### config.mk
export PLATFORM = sky130hd
export DESIGN_NAME = uart_tx_fifo
export DESIGN_NICKNAME = d
export VERILOG_FILES = /design/src/rtl/uart_tx_fifo.sv
export SDC_FILE = /design/constraint.sdc
export NUM_CORES = 1
export LEC_CHECK = 0
export BUFFER_PORTS_ARGS = -buffer_cell sky130_fd_sc_hd__clkbuf_2
export CAP_MARGIN = 15
export CORE_ASPECT_RATIO = 0.8
export CORE_MARGIN = 4
export CORE_UTILIZATION = 45
export DETAILED_ROUTE_END_ITERATION = 12
export HOLD_SLACK_MARGIN = 0.05
export SLEW_MARGIN = 20
export SYNTH_ARGS = -nofsm -noshare
export SYNTH_HDL_FRONTEND = slang
export SYNTH_SLANG_ARGS = --single-unit
### constraint.sdc
create_clock -name clk -period 2.5 [get_ports clk]
set_input_delay 0.5 -clock clk [delete_from_list [all_inputs] [get_ports clk]]
set_output_delay 0.5 -clock clk [all_outputs]
set_load 0.01 [all_outputs]
### src/rtl/uart_tx_fifo.sv
// uart_tx_fifo: buffered UART transmitter. Bytes enter a small FIFO through a valid/ready
// handshake and leave LSB-first as 8N1 frames at clk_freq / uart_baud_rate cycles per bit.
// Define UART_TX_PARITY_EN to insert an even-parity bit between the data bits and the stop bit.
module uart_tx_fifo #(
  parameter int unsigned clk_freq       = 100000000,
  parameter int unsigned uart_baud_rate = 1152000,
  parameter int unsigned FIFO_DEPTH     = 4
) (
  input  logic       clk,
  input  logic       rst,
  input  logic [7:0] tx_data,
  input  logic       tx_valid,
  output logic       tx_ready,
  output logic       uart_txd,
  output logic       busy
);

  localparam int unsigned DIVISOR = clk_freq / uart_baud_rate;
  localparam int unsigned CntW    = $clog2(DIVISOR);
  localparam int unsigned PtrW    = $clog2(FIFO_DEPTH);
  localparam int unsigned CountW  = PtrW + 1;

  localparam logic [CntW-1:0]   CntLast   = CntW'(DIVISOR - 1);
  localparam logic [CountW-1:0] CountFull = CountW'(FIFO_DEPTH);

`ifdef UART_TX_PARITY_EN
  typedef enum logic [2:0] {StIdle, StStart, StData, StParity, StStop} state_e;
`else
  typedef enum logic [1:0] {StIdle, StStart, StData, StStop} state_e;
`endif

  state_e              state_q, state_d;
  logic [CntW-1:0]     cnt_q, cnt_d;
  logic [2:0]          bit_q, bit_d;
  logic [7:0]          shift_q, shift_d;
  logic                txd_q, txd_d;
  logic                busy_q, busy_d;
  logic                ready_q, ready_d;
  logic [CountW-1:0]   count_q, count_d;
  logic [PtrW-1:0]     wr_ptr_q, wr_ptr_d;
  logic [PtrW-1:0]     rd_ptr_q, rd_ptr_d;
  logic [7:0]          mem_q [FIFO_DEPTH];
`ifdef UART_TX_PARITY_EN
  logic                parity_q, parity_d;
`endif

  logic push;
  logic pop;
  logic bit_end;
  logic fifo_nonempty;

  // Pushes are only offered while the registered ready is high, so a full FIFO never accepts.
  assign push          = tx_valid & ready_q;
  assign bit_end       = (cnt_q == CntLast);
  assign fifo_nonempty = (count_q != '0);

  assign tx_ready = ready_q;
  assign uart_txd = txd_q;
  assign busy     = busy_q;

  // State register.
  always_ff @(posedge clk) begin
    if (rst) begin
      state_q <= StIdle;
    end else begin
      state_q <= state_d;
    end
  end

  // Next-state logic: every transition out of a bit state happens at the end of a bit period.
  always_comb begin
    state_d = state_q;
    unique case (state_q)
      StIdle:   if (fifo_nonempty) state_d = StStart;
      StStart:  if (bit_end) state_d = StData;
`ifdef UART_TX_PARITY_EN
      StData:   if (bit_end && bit_q == 3'd7) state_d = StParity;
      StParity: if (bit_end) state_d = StStop;
`else
      StData:   if (bit_end && bit_q == 3'd7) state_d = StStop;
`endif
      StStop:   if (bit_end) state_d = fifo_nonempty ? StStart : StIdle;
      default:  state_d = StIdle;
    endcase
  end

  // Output and datapath next-state: line level, shift register, bit/divisor counters, pops.
  always_comb begin
    pop     = 1'b0;
    txd_d   = txd_q;
    shift_d = shift_q;
    bit_d   = bit_q;
`ifdef UART_TX_PARITY_EN
    parity_d = parity_q;
`endif
    // Counter restarts at every bit boundary and stays parked at zero while idle.
    cnt_d = (state_q == StIdle || bit_end) ? '0 : cnt_q + 1'b1;

    unique case (state_q)
      StIdle: begin
        if (fifo_nonempty) begin
          pop   = 1'b1;
          txd_d = 1'b0;
          bit_d = 3'd0;
        end
      end
      StStart: begin
        if (bit_end) begin
          txd_d   = shift_q[0];
          shift_d = {1'b0, shift_q[7:1]};
        end
      end
      StData: begin
        if (bit_end) begin
          if (bit_q == 3'd7) begin
`ifdef UART_TX_PARITY_EN
            txd_d = parity_q;
`else
            txd_d = 1'b1;
`endif
          end else begin
            txd_d   = shift_q[0];
            shift_d = {1'b0, shift_q[7:1]};
            bit_d   = bit_q + 3'd1;
          end
        end
      end
`ifdef UART_TX_PARITY_EN
      StParity: begin
        if (bit_end) txd_d = 1'b1;
      end
`endif
      StStop: begin
        if (bit_end) begin
          if (fifo_nonempty) begin
            // Chain straight into the next start bit with no idle gap.
            pop   = 1'b1;
            txd_d = 1'b0;
            bit_d = 3'd0;
          end else begin
            txd_d = 1'b1;
          end
        end
      end
      default: txd_d = 1'b1;
    endcase

    if (pop) begin
      shift_d = mem_q[rd_ptr_q];
`ifdef UART_TX_PARITY_EN
      parity_d = ^mem_q[rd_ptr_q];
`endif
    end

    wr_ptr_d = wr_ptr_q + PtrW'(push);
    rd_ptr_d = rd_ptr_q + PtrW'(pop);
    count_d  = count_q + CountW'(push) - CountW'(pop);
    ready_d  = (count_d != CountFull);
    busy_d   = (state_d != StIdle) || (count_d != '0);
  end

  // Datapath and control registers; reset aborts any frame and flushes the FIFO.
  always_ff @(posedge clk) begin
    if (rst) begin
      cnt_q    <= '0;
      bit_q    <= 3'd0;
      shift_q  <= 8'h00;
      txd_q    <= 1'b1;
      busy_q   <= 1'b0;
      ready_q  <= 1'b0;
      count_q  <= '0;
      wr_ptr_q <= '0;
      rd_ptr_q <= '0;
`ifdef UART_TX_PARITY_EN
      parity_q <= 1'b0;
`endif
    end else begin
      cnt_q    <= cnt_d;
      bit_q    <= bit_d;
      shift_q  <= shift_d;
      txd_q    <= txd_d;
      busy_q   <= busy_d;
      ready_q  <= ready_d;
      count_q  <= count_d;
      wr_ptr_q <= wr_ptr_d;
      rd_ptr_q <= rd_ptr_d;
`ifdef UART_TX_PARITY_EN
      parity_q <= parity_d;
`endif
    end
  end

  // FIFO storage; contents need no reset since the pointers define validity.
  always_ff @(posedge clk) begin
    if (push) begin
      mem_q[wr_ptr_q] <= tx_data;
    end
  end

endmodule

==> flow_summary.ini, run 1 <==
[status]
status = completed

[worst_setup_path]
worstSetupPathType = reg -> reg
critPathRequiredTime_ps = 2720
end_kind = register
critPathArrivalTime_ps = 2680
crit_path_max_fanout = 3
startpoint_type = register

[layout]
nFillCells = 493
final_nets = 277
num_antenna_cells = 0
area_growth_pct = 20.4
drive_gt1_share_pct = 30.5
instances_no_fill = 340
fin_util_pct = 56.1

[placement]
dp.cells = 322
gp_congestion = 0.768
port_buffers = 13
place_ws_ps = -35.9
dpl.hpwl_microns = 3510

[logic_synthesis]
ys_seq_area_share_pct = 56.7
synth_warnings = 0
synthTopCellsByCount = 32 x edfxtp_1, 30 x dfxtp_1, 17 x nor2_1
syn_nets = 241
ys.flop_type = edfxtp_1
yosysMostFrequentCell = edfxtp_1
yosysUniqueCellTypes = 48
ys_ff_latch = 62
synthArstFlopShare_pct = 0
yosysTopAreaCell = edfxtp_1
synth_cells = 218
postSynthAreaPerCell_sq_um = 12.6
synth_edf_count = 32
synth_area_sq_um = 2760
synth.area.top_cells = edfxtp_1 35%, dfxtp_1 22%, mux4_2 6.5%
yosysTopAreaCellShare_pct = 34.9

[global_routing]
antenna_found_initial = 0
grt_max_degree = 19
grt_pass1_wl_microns = 8610
grt_pass1_vias = 1776
grt_overflow = 0
grt_usage_pct = 15.6

[timing]
hold_viol = 0
finalCriticalPeriod_ps = 2450
rsz0062_at_grt = true
tightest_slew_ps = 616
fin_skew_ps = 10.1
slew_headroom_pct = 58.9
hold_ws_ps = 376
post-route-period-util_pct = 98.2
slew_violations = 0
setup_violations = 0
max_freq_ghz = 0.407
layout_setup_ws_ps = 45.2

[clock_network]
clkTransAtPathRegs_ps = 80
cts-root-buf = clkbuf_8
h-tree-depth = 3
clk_latency_ps = 340
cts_tree = done
clkSinkCount = 62
cts_buffer_depth = 2
cts_buffers = 9

[power]
ir_worst_vdd_uv = 653
p_leak_nw = 1.26
p_per_area_nw_per_um2 = 1050
fin_total_pwr_w = 0.00349

[route]
via_count = 1732
drtIter0Drc = 87
wire_per_inst_microns = 14.9
first_pass_iters = 4
vias_per_cell = 5.09
drc = 0
final_antenna_net_count = 0
totalWireLength_microns = 5070

[die]
pin_count = 14
die_y_microns = 78
rows = 25
die_area_sq_um = 7450
core_sq_um = 5910
die_w_microns = 95.5
initial_utilization_pct = 46.6

[hold_path]
hold_class = in -> reg

[run]
maxCapViolCount = 0
per-layer routing:
layer | wire length, microns | track usage [%]
met4 | 89 | 6.96
met2 | 2180 | 21.5
met1 | 2560 | 22.1
met5 | 0 | 0
met3 | 235 | 5.52
sequential cells by signal, indices dropped and copies added (netlist names):
register  flops
busy          1
wr_ptr_q      2
shift_q       8
rd_ptr_q      2
uart_txd      1
cnt_q         7
count_q       3
tx_ready      1
bit_q         3
mem_q        32
state_q       2
cells in the final DEF (no fill, tap or decap), types with 8 or more instances in the layout:
master	netlist	layout
dfxtp_1	30	28
ha_1	11	9
edfxtp_1	32	32
clkbuf_8	0	10
buf_4	1	22
nor2_1	17	16
clkbuf_2	0	13
a21oi_1	13	13
mux4_2	8	8
nand2_1	9	8
what timing repair did:
| item | 4_1_cts | 5_1_grt |
|---|---|---|
| pin swaps | 3 | 0 |
| hold endpoints to repair | 0 | 0 |
| gates resized for setup | 2 | 8 |
| setup endpoints to repair | 1 | 2 |
| buffers inserted | 1 | 1 |
| hold buffers | 0 | 0 |
stage by stage:
step           TNS, ps  cell area [sq um]
6_report             0               3320
5_1_grt           -104               3320
4_1_cts          -11.5               3270
3_5_place_dp     -35.9               3050
3_3_place_gp         0               3050
2_1_floorplan    -84.1               2780
layout make-up:
class	instances	area, sq um	area share (%)
clock buffer	10	138	4.15
clock inverter	6	68.8	2.07
inverter	8	30.0	0.905
multi-input combinational	138	1190	35.8
sequential	62	1560	47.1
tap	81	101	3.05
timing repair buffer	35	230	6.94
critical path, stage by stage, from the launching register on:
cell,delay [ps]
dfxtp_2,340
inv_2,60
ha_4,120
and4b_1,230
a31o_4,180
nand2_4,50
xnor2_2,120
ha_2,170
fa_2,350
xnor2_2,180
xnor2_2,140
a21oi_1,80
or3_1,310
logic make-up after synthesis:
group	count (synthesis)	share of synthesized area (%)
compound gates	42	10.7
xor+xnor	9	2.86
fa+ha+maj	12	5.72
buf+inv	18	3.00
flops	62	56.7
mux	16	9.49
simple gates	59	11.6
final timing paths:
path | start | to | slack [ps] | depth (start not counted)
min reg2reg | uart_txd$_SDFFE_PP1P_ | uart_txd$_SDFFE_PP1P_ | 500 | 2
min | tx_data[6] | mem_q[2][6]$_DFFE_PP_ | 380 | 1
max | cnt_q[1]$_SDFF_PP0_ | busy$_SDFF_PP0_ | 50 | 12
max reg2reg | cnt_q[1]$_SDFF_PP0_ | busy$_SDFF_PP0_ | 50 | 12
power breakdown:
group / internal [W] / switching (W) / leakage [nW]
clock: 0.000494 / 0.000409 / 0.105
combinational: 0.000614 / 0.000585 / 0.619
sequential: 0.00125 / 0.000138 / 0.537
total: 0.00236 / 0.00113 / 1.26
Power figures use the tool's default switching activity.
==> run 2: changes to the inputs <==
--- a/config.mk
+++ b/config.mk
@@ -5,7 +5,8 @@
 export SDC_FILE = /design/constraint.sdc
 export NUM_CORES = 1
 export LEC_CHECK = 0
-export BUFFER_PORTS_ARGS = -buffer_cell sky130_fd_sc_hd__clkbuf_2
+export ABC_AREA = 1
+export BUFFER_PORTS_ARGS = -buffer_cell sky130_fd_sc_hd__buf_2
 export CAP_MARGIN = 15
 export CORE_ASPECT_RATIO = 0.8
 export CORE_MARGIN = 4
==> constraint.sdc (replaced) <==
create_clock -name clk -period 2.1 [get_ports clk]
set_input_delay 0.42 -clock clk [delete_from_list [all_inputs] [get_ports clk]]
set_output_delay 0.42 -clock clk [all_outputs]
set_load 0.01 [all_outputs]
==> run 2 against run 1 <==
- the flow now finishes with violations (negative setup slack)
- hold slack got worse by 78 ps
- sequential power rose by 17%
- sequential share of layout area fell by 1.9 points
- count of clock-buffer cells in the layout rose by 2
- clock power rose by 12%
- register-to-register slack got worse by 130 ps
- die area rose by 3.6%
- critical path depth rose by 3
- largest cell class unchanged
- largest power group is now combinational logic
==> flow_summary.ini, run 2 <==
[power]
p_per_area_nw_per_um2 = 1290
ir_worst_vdd_uv = 736
p_leak_nw = 1.45

[route]
wire_per_inst_microns = 12.2
first_pass_iters = 4
vias_per_cell = 4.90
drtIter0Drc = 91
via_count = 2223
final_antenna_net_count = 0
drc = 0
totalWireLength_microns = 5550

[layout]
final_nets = 391
nFillCells = 560
area_growth_pct = 20.7
layout_commonest_cell = nor2_1
largest_reg_flops = 32
largest-register = mem_q
num_antenna_cells = 0
drive_gt1_share_pct = 21.2
mostFrequentLayoutCells = 58 x nor2_1, 57 x nand2_1, 37 x inv_1, 32 x edfxtp_1, 29 x buf_4
fin_util_pct = 57.3
instances_no_fill = 454
reg.largest.list = mem_q: 32 flops, shift_q: 8 flops, cnt_q: 7 flops

[logic_synthesis]
ys.flop_type = edfxtp_1
syn_nets = 345
postSynthAreaPerCell_sq_um = 8.90
ys_ff_latch = 62
synth_edf_count = 32
synth_area_sq_um = 2870
synth_warnings = 0
yosysTopAreaCellShare_pct = 33.5
synth_cells = 322
synthTopCellsByCount = 59 x nand2_1, 58 x nor2_1, 38 x inv_1
ys_seq_area_share_pct = 54.5
yosysMostFrequentCell = nand2_1
yosysTopAreaCell = edfxtp_1
synth.area.top_cells = edfxtp_1 34%, dfxtp_1 21%, nand2_1 7.7%
yosysUniqueCellTypes = 31
synthArstFlopShare_pct = 0

[die]
initial_utilization_pct = 47.5
die_w_microns = 97.2
core_sq_um = 6040
rows = 25
die_area_sq_um = 7720
die_y_microns = 79.4
pin_count = 14

[clock_network]
clkTransAtPathRegs_ps = 70
h-tree-depth = 3
cts-root-buf = clkbuf_8
cts_buffer_depth = 2
clk_latency_ps = 340
cts_tree = done
cts_buffers = 9
clkSinkCount = 62

[global_routing]
grt_overflow = 0
grt_pass1_wl_microns = 9490
grt_usage_pct = 15.8
antenna_found_initial = 0
grt_pass1_vias = 2074
grt_max_degree = 24

[timing]
rsz0062_at_grt = true
max_freq_ghz = 0.458
slew_violations = 0
fin_skew_ps = 11.5
slew_headroom_pct = 55.6
tightest_slew_ps = 666
layout_setup_ws_ps = -84.0
finalCriticalPeriod_ps = 2180
hold_viol = 0
setup_violations = 3
hold_ws_ps = 298
post-route-period-util_pct = 104

[run]
maxCapViolCount = 0

[worst_setup_path]
crit_path_max_fanout = 3
end_kind = register
critPathRequiredTime_ps = 2330
worstSetupPathType = reg -> reg
critPathArrivalTime_ps = 2410
startpoint_type = register

[placement]
port_buffers = 13
place_ws_ps = -119
dp.cells = 435
gp_congestion = 0.820
dpl.hpwl_microns = 3840

[hold_path]
hold_class = in -> reg

[status]
violations = negative setup slack
status = finished, violations left
[run 2: timing repair]
action,in CTS,in global routing
hold buffers,0,0
gates resized for setup,4,3
setup endpoints to repair,3,4
pin swaps,7,6
buffers inserted,2,1
[run 2: report_power, final]
part	switching, W	internal (W)	total [W]	leakage (nW)
Combinational	0.00108	0.000750	0.00183	0.820
Sequential	0.000121	0.00151	0.00163	0.537
Clock	0.000433	0.000577	0.00101	0.0964
Total	0.00163	0.00284	0.00447	1.45
[run 2: per-stage QoR]
stage          total power [W]  instance area (sq um)  TNS [ps]
2_1_floorplan          0.00290                   2890      -483
3_5_place_dp           0.00338                   3210      -309
4_1_cts                0.00443                   3440      -238
3_3_place_gp           0.00335                   3210      -225
6_report               0.00447                   3460      -160
5_1_grt                0.00486                   3460      -635
[run 2: area by class of cell]
class                   count  area, sq um  share of cell area [%]
repair buffers             42          283                    8.17
well taps                  81          101                    2.93
clock inverters             4         47.5                    1.37
multi-input cells         214         1170                    33.9
inverters                  39          146                    4.23
flip-flops and latches     62         1560                    45.2
clock buffers              12          145                    4.19
[run 2: metal layers]
metal	share of wire [%]	track usage (%)	vias to the layer above
met1	51	20.6	1022
li1	-	-	1152
met4	2.0	6.22	0
met3	4.7	5.85	12
met5	0	0	-
met2	43	23.9	37
[run 2: cells by family (layout without fill, tap and decap cells)]
logic type,count (synthesis),after routing,synth area share (%)
xor gates and xnor gates,4,4,1.22
and+or+nand+nor,156,156,23.7
adders and majority gates,12,12,5.50
AOI/OAI and AO/OA,42,42,8.47
DFF,62,62,54.5
buffers and inverters,46,97,6.68
[run 2: worst paths after layout]
path	from	to	slack, ps	depth (start not counted)
setup / recovery	cnt_q[1]$_SDFF_PP0_	busy$_SDFF_PP0_	-80	15
hold / removal	tx_data[2]	mem_q[3][2]$_DFFE_PP_	300	1
setup reg to reg	cnt_q[1]$_SDFF_PP0_	busy$_SDFF_PP0_	-80	15
hold reg to reg	uart_txd$_SDFFE_PP1P_	uart_txd$_SDFFE_PP1P_	470	2
[run 2: worst max-delay path, cell delays in order, from the launching register on]
cell and delay (ps):
dfxtp_2 330, inv_2 60, ha_4 140, nand2_4 50, nor2_4 100, nand3_2 100, nand2_4 100, nand2_4 50
nand2_2 50, nand2_1 50, ha_2 170, fa_2 350, xor2_2 170, xor2_2 170, o21ai_1 130, nand3_1 70
==> run 3: changes to the inputs <==
--- a/config.mk
+++ b/config.mk
@@ -8,11 +8,14 @@
 export ABC_AREA = 1
 export BUFFER_PORTS_ARGS = -buffer_cell sky130_fd_sc_hd__buf_2
 export CAP_MARGIN = 15
+export CELL_PAD_IN_SITES_DETAIL_PLACEMENT = 0
+export CELL_PAD_IN_SITES_GLOBAL_PLACEMENT = 2
 export CORE_ASPECT_RATIO = 0.8
 export CORE_MARGIN = 4
-export CORE_UTILIZATION = 45
+export CORE_UTILIZATION = 34
 export DETAILED_ROUTE_END_ITERATION = 12
 export HOLD_SLACK_MARGIN = 0.05
+export PLACE_DENSITY_LB_ADDON = 0.1
 export SLEW_MARGIN = 20
 export SYNTH_ARGS = -nofsm -noshare
 export SYNTH_HDL_FRONTEND = slang
==> run 3 against run 2 <==
- the flow still finishes with violations (negative setup slack)
- critical path depth unchanged
- sequential cell count unchanged
- count of clock-buffer cells in the layout decreased by 2
- clock power increased by 16%
- critical path type unchanged
- critical endpoint unchanged
- largest power group unchanged
==> flow_summary.ini, run 3 (synthesized netlist as in run 2, its figures left out) <==
[power]
p_leak_nw = 1.48
ir_worst_vdd_uv = 677
p_per_area_nw_per_um2 = 1320
fin_total_pwr_w = 0.00468

[global_routing]
grt_max_degree = 24
grt_usage_pct = 13.1
grt_pass1_vias = 2130
antenna_found_initial = 0
grt_pass1_wl_microns = 10300
grt_overflow = 0

[timing]
slew_headroom_pct = 53.7
setup_violations = 2
layout_setup_ws_ps = -55.4
hold_viol = 0
fin_skew_ps = 15.4
max_freq_ghz = 0.464
rsz0062_at_grt = true
slew_violations = 0
post-route-period-util_pct = 103
finalCriticalPeriod_ps = 2160
tightest_slew_ps = 693

[worst_setup_path]
path_cells = inv_2, ha_4, nand2_4, nor2_4, nand3_2, nand2_4, nand2_4, nand2_2, nand2_2, ha_4, fa_2, xor2_2, xor2_2, o21ai_1, nand3_1
end_kind = register
crit_path_max_fanout = 3
slowest_stage = fa_2
r2r_start = cnt_q[1]$_SDFF_PP0_
critPathArrivalTime_ps = 2390
startpoint_type = register
worstSetupPathType = reg -> reg
critPathMaxStageDelay_ps = 340
critPathRequiredTime_ps = 2330
startpoint = cnt_q[1]$_SDFF_PP0_
path_common_cell = nand2_4

[hold_path]
hp-start = tx_data[7]
hold_class = in -> reg

[layout]
final_nets = 392
num_antenna_cells = 0
fin_util_pct = 44.1
mostFrequentLayoutCells = 57 x nor2_1, 55 x nand2_1, 37 x inv_1, 32 x edfxtp_1, 30 x buf_4
drive_gt1_share_pct = 22.5
layout_commonest_cell = nor2_1
largest-register = mem_q
area_growth_pct = 23.8
largest_reg_flops = 32
reg.largest.list = mem_q: 32 flops, shift_q: 8 flops, cnt_q: 7 flops

[route]
totalWireLength_microns = 6020
first_pass_iters = 4
via_count = 2177
vias_per_cell = 4.52
final_antenna_net_count = 0
drc = 0
drtIter0Drc = 77
wire_per_inst_microns = 12.5

[die]
core_sq_um = 8060
die_y_microns = 90.1
die_area_sq_um = 9970
die_w_microns = 111
initial_utilization_pct = 35.6
rows = 29
pin_count = 14

[clock_network]
cts_tree = done
clkTransAtPathRegs_ps = 80
h-tree-depth = 3
cts_buffers = 9
cts_buffer_depth = 2
clkSinkCount = 62
cts-root-buf = clkbuf_8
clk_latency_ps = 340
holdBufCountCts = 0

[status]
violations = negative setup slack
status = finished, violations left

[placement]
port_buffers = 13
gp_congestion = 0.758
dpl.hpwl_microns = 4240

[run]
maxCapViolCount = 0
-- run 3: changes by cell type in the layout (fill, tap and decap cells not counted), sizes merged --
cell and change:
clkinvlp -1, buf +1, bufinv +1, inv +1
clkinv +1, clkbuf -2
-- run 3: area by class of cell --
cell class | instances | area (sq um)
clock inverter | 6 | 95.1
fill | 809 | 4510
tap | 108 | 135
clock buffer | 10 | 128
inverter | 39 | 146
multi-input combinational | 214 | 1190
sequential | 62 | 1560
timing repair buffer | 43 | 290
-- run 3: path summary, 6_finish.rpt --
check                                              to  slack [ps]  depth (start not counted)
worst max-delay path                  busy$_SDFF_PP0_         -60                         15
worst min-delay path            mem_q[0][7]$_DFFE_PP_         300                          1
worst max register to register        busy$_SDFF_PP0_         -60                         15
worst min register to register  uart_txd$_SDFFE_PP1P_         470                          2
-- run 3: through the flow --
step                      hold WS, ps  setup WS (ps)  std cells  setup TNS [ps]  cell area [sq um]
final                             299          -55.4        482           -79.7               3550
after floorplan                   425           -188        322            -483               2890
after global routing              283           -212        482            -558               3550
after detailed placement          457           -133        464            -353               3250
after global placement            452           -123        464            -305               3250
after CTS                         274           -115        482            -272               3520
-- run 3: routing by layer --
layer  wire [microns]  vias up  share of wire, %  global-route usage [%]
li1                 -     1150                 -                       -
met1             3240     1000                54                    18.5
met2             2540       17                42                    19.0
met3              161       10               2.7                    3.15
met4               74        0               1.2                    5.64
met5                0        -                 0                       0
-- run 3: worst max-delay path, delay by kind of cell, from the launching register on --
| kind | cells | cell delay [ps] |
|---|---|---|
| buffers and inverters | 1 | 50 |
| and+or+nand+nor | 8 | 600 |
| adders and majority gates | 3 | 630 |
| DFF | 1 | 320 |
| xor gates and xnor gates | 2 | 340 |
| AOI/OAI and AO/OA | 1 | 120 |
-- run 3: timing repair --
action	CTS	global route
setup endpoints to repair	3	5
endpoints found under the hold margin	0	0
cloned	0	0
buffers inserted	2	0
resized for setup	5	6
pin swaps	7	5
-- run 3: power by group --
part / total (W) / switching (W) / leakage, nW / internal, W
sequential: 0.00163 / 0.000121 / 0.537 / 0.00151
clock: 0.00117 / 0.000492 / 0.111 / 0.000679
combinational: 0.00187 / 0.00110 / 0.828 / 0.000769
total: 0.00468 / 0.00172 / 1.48 / 0.00296
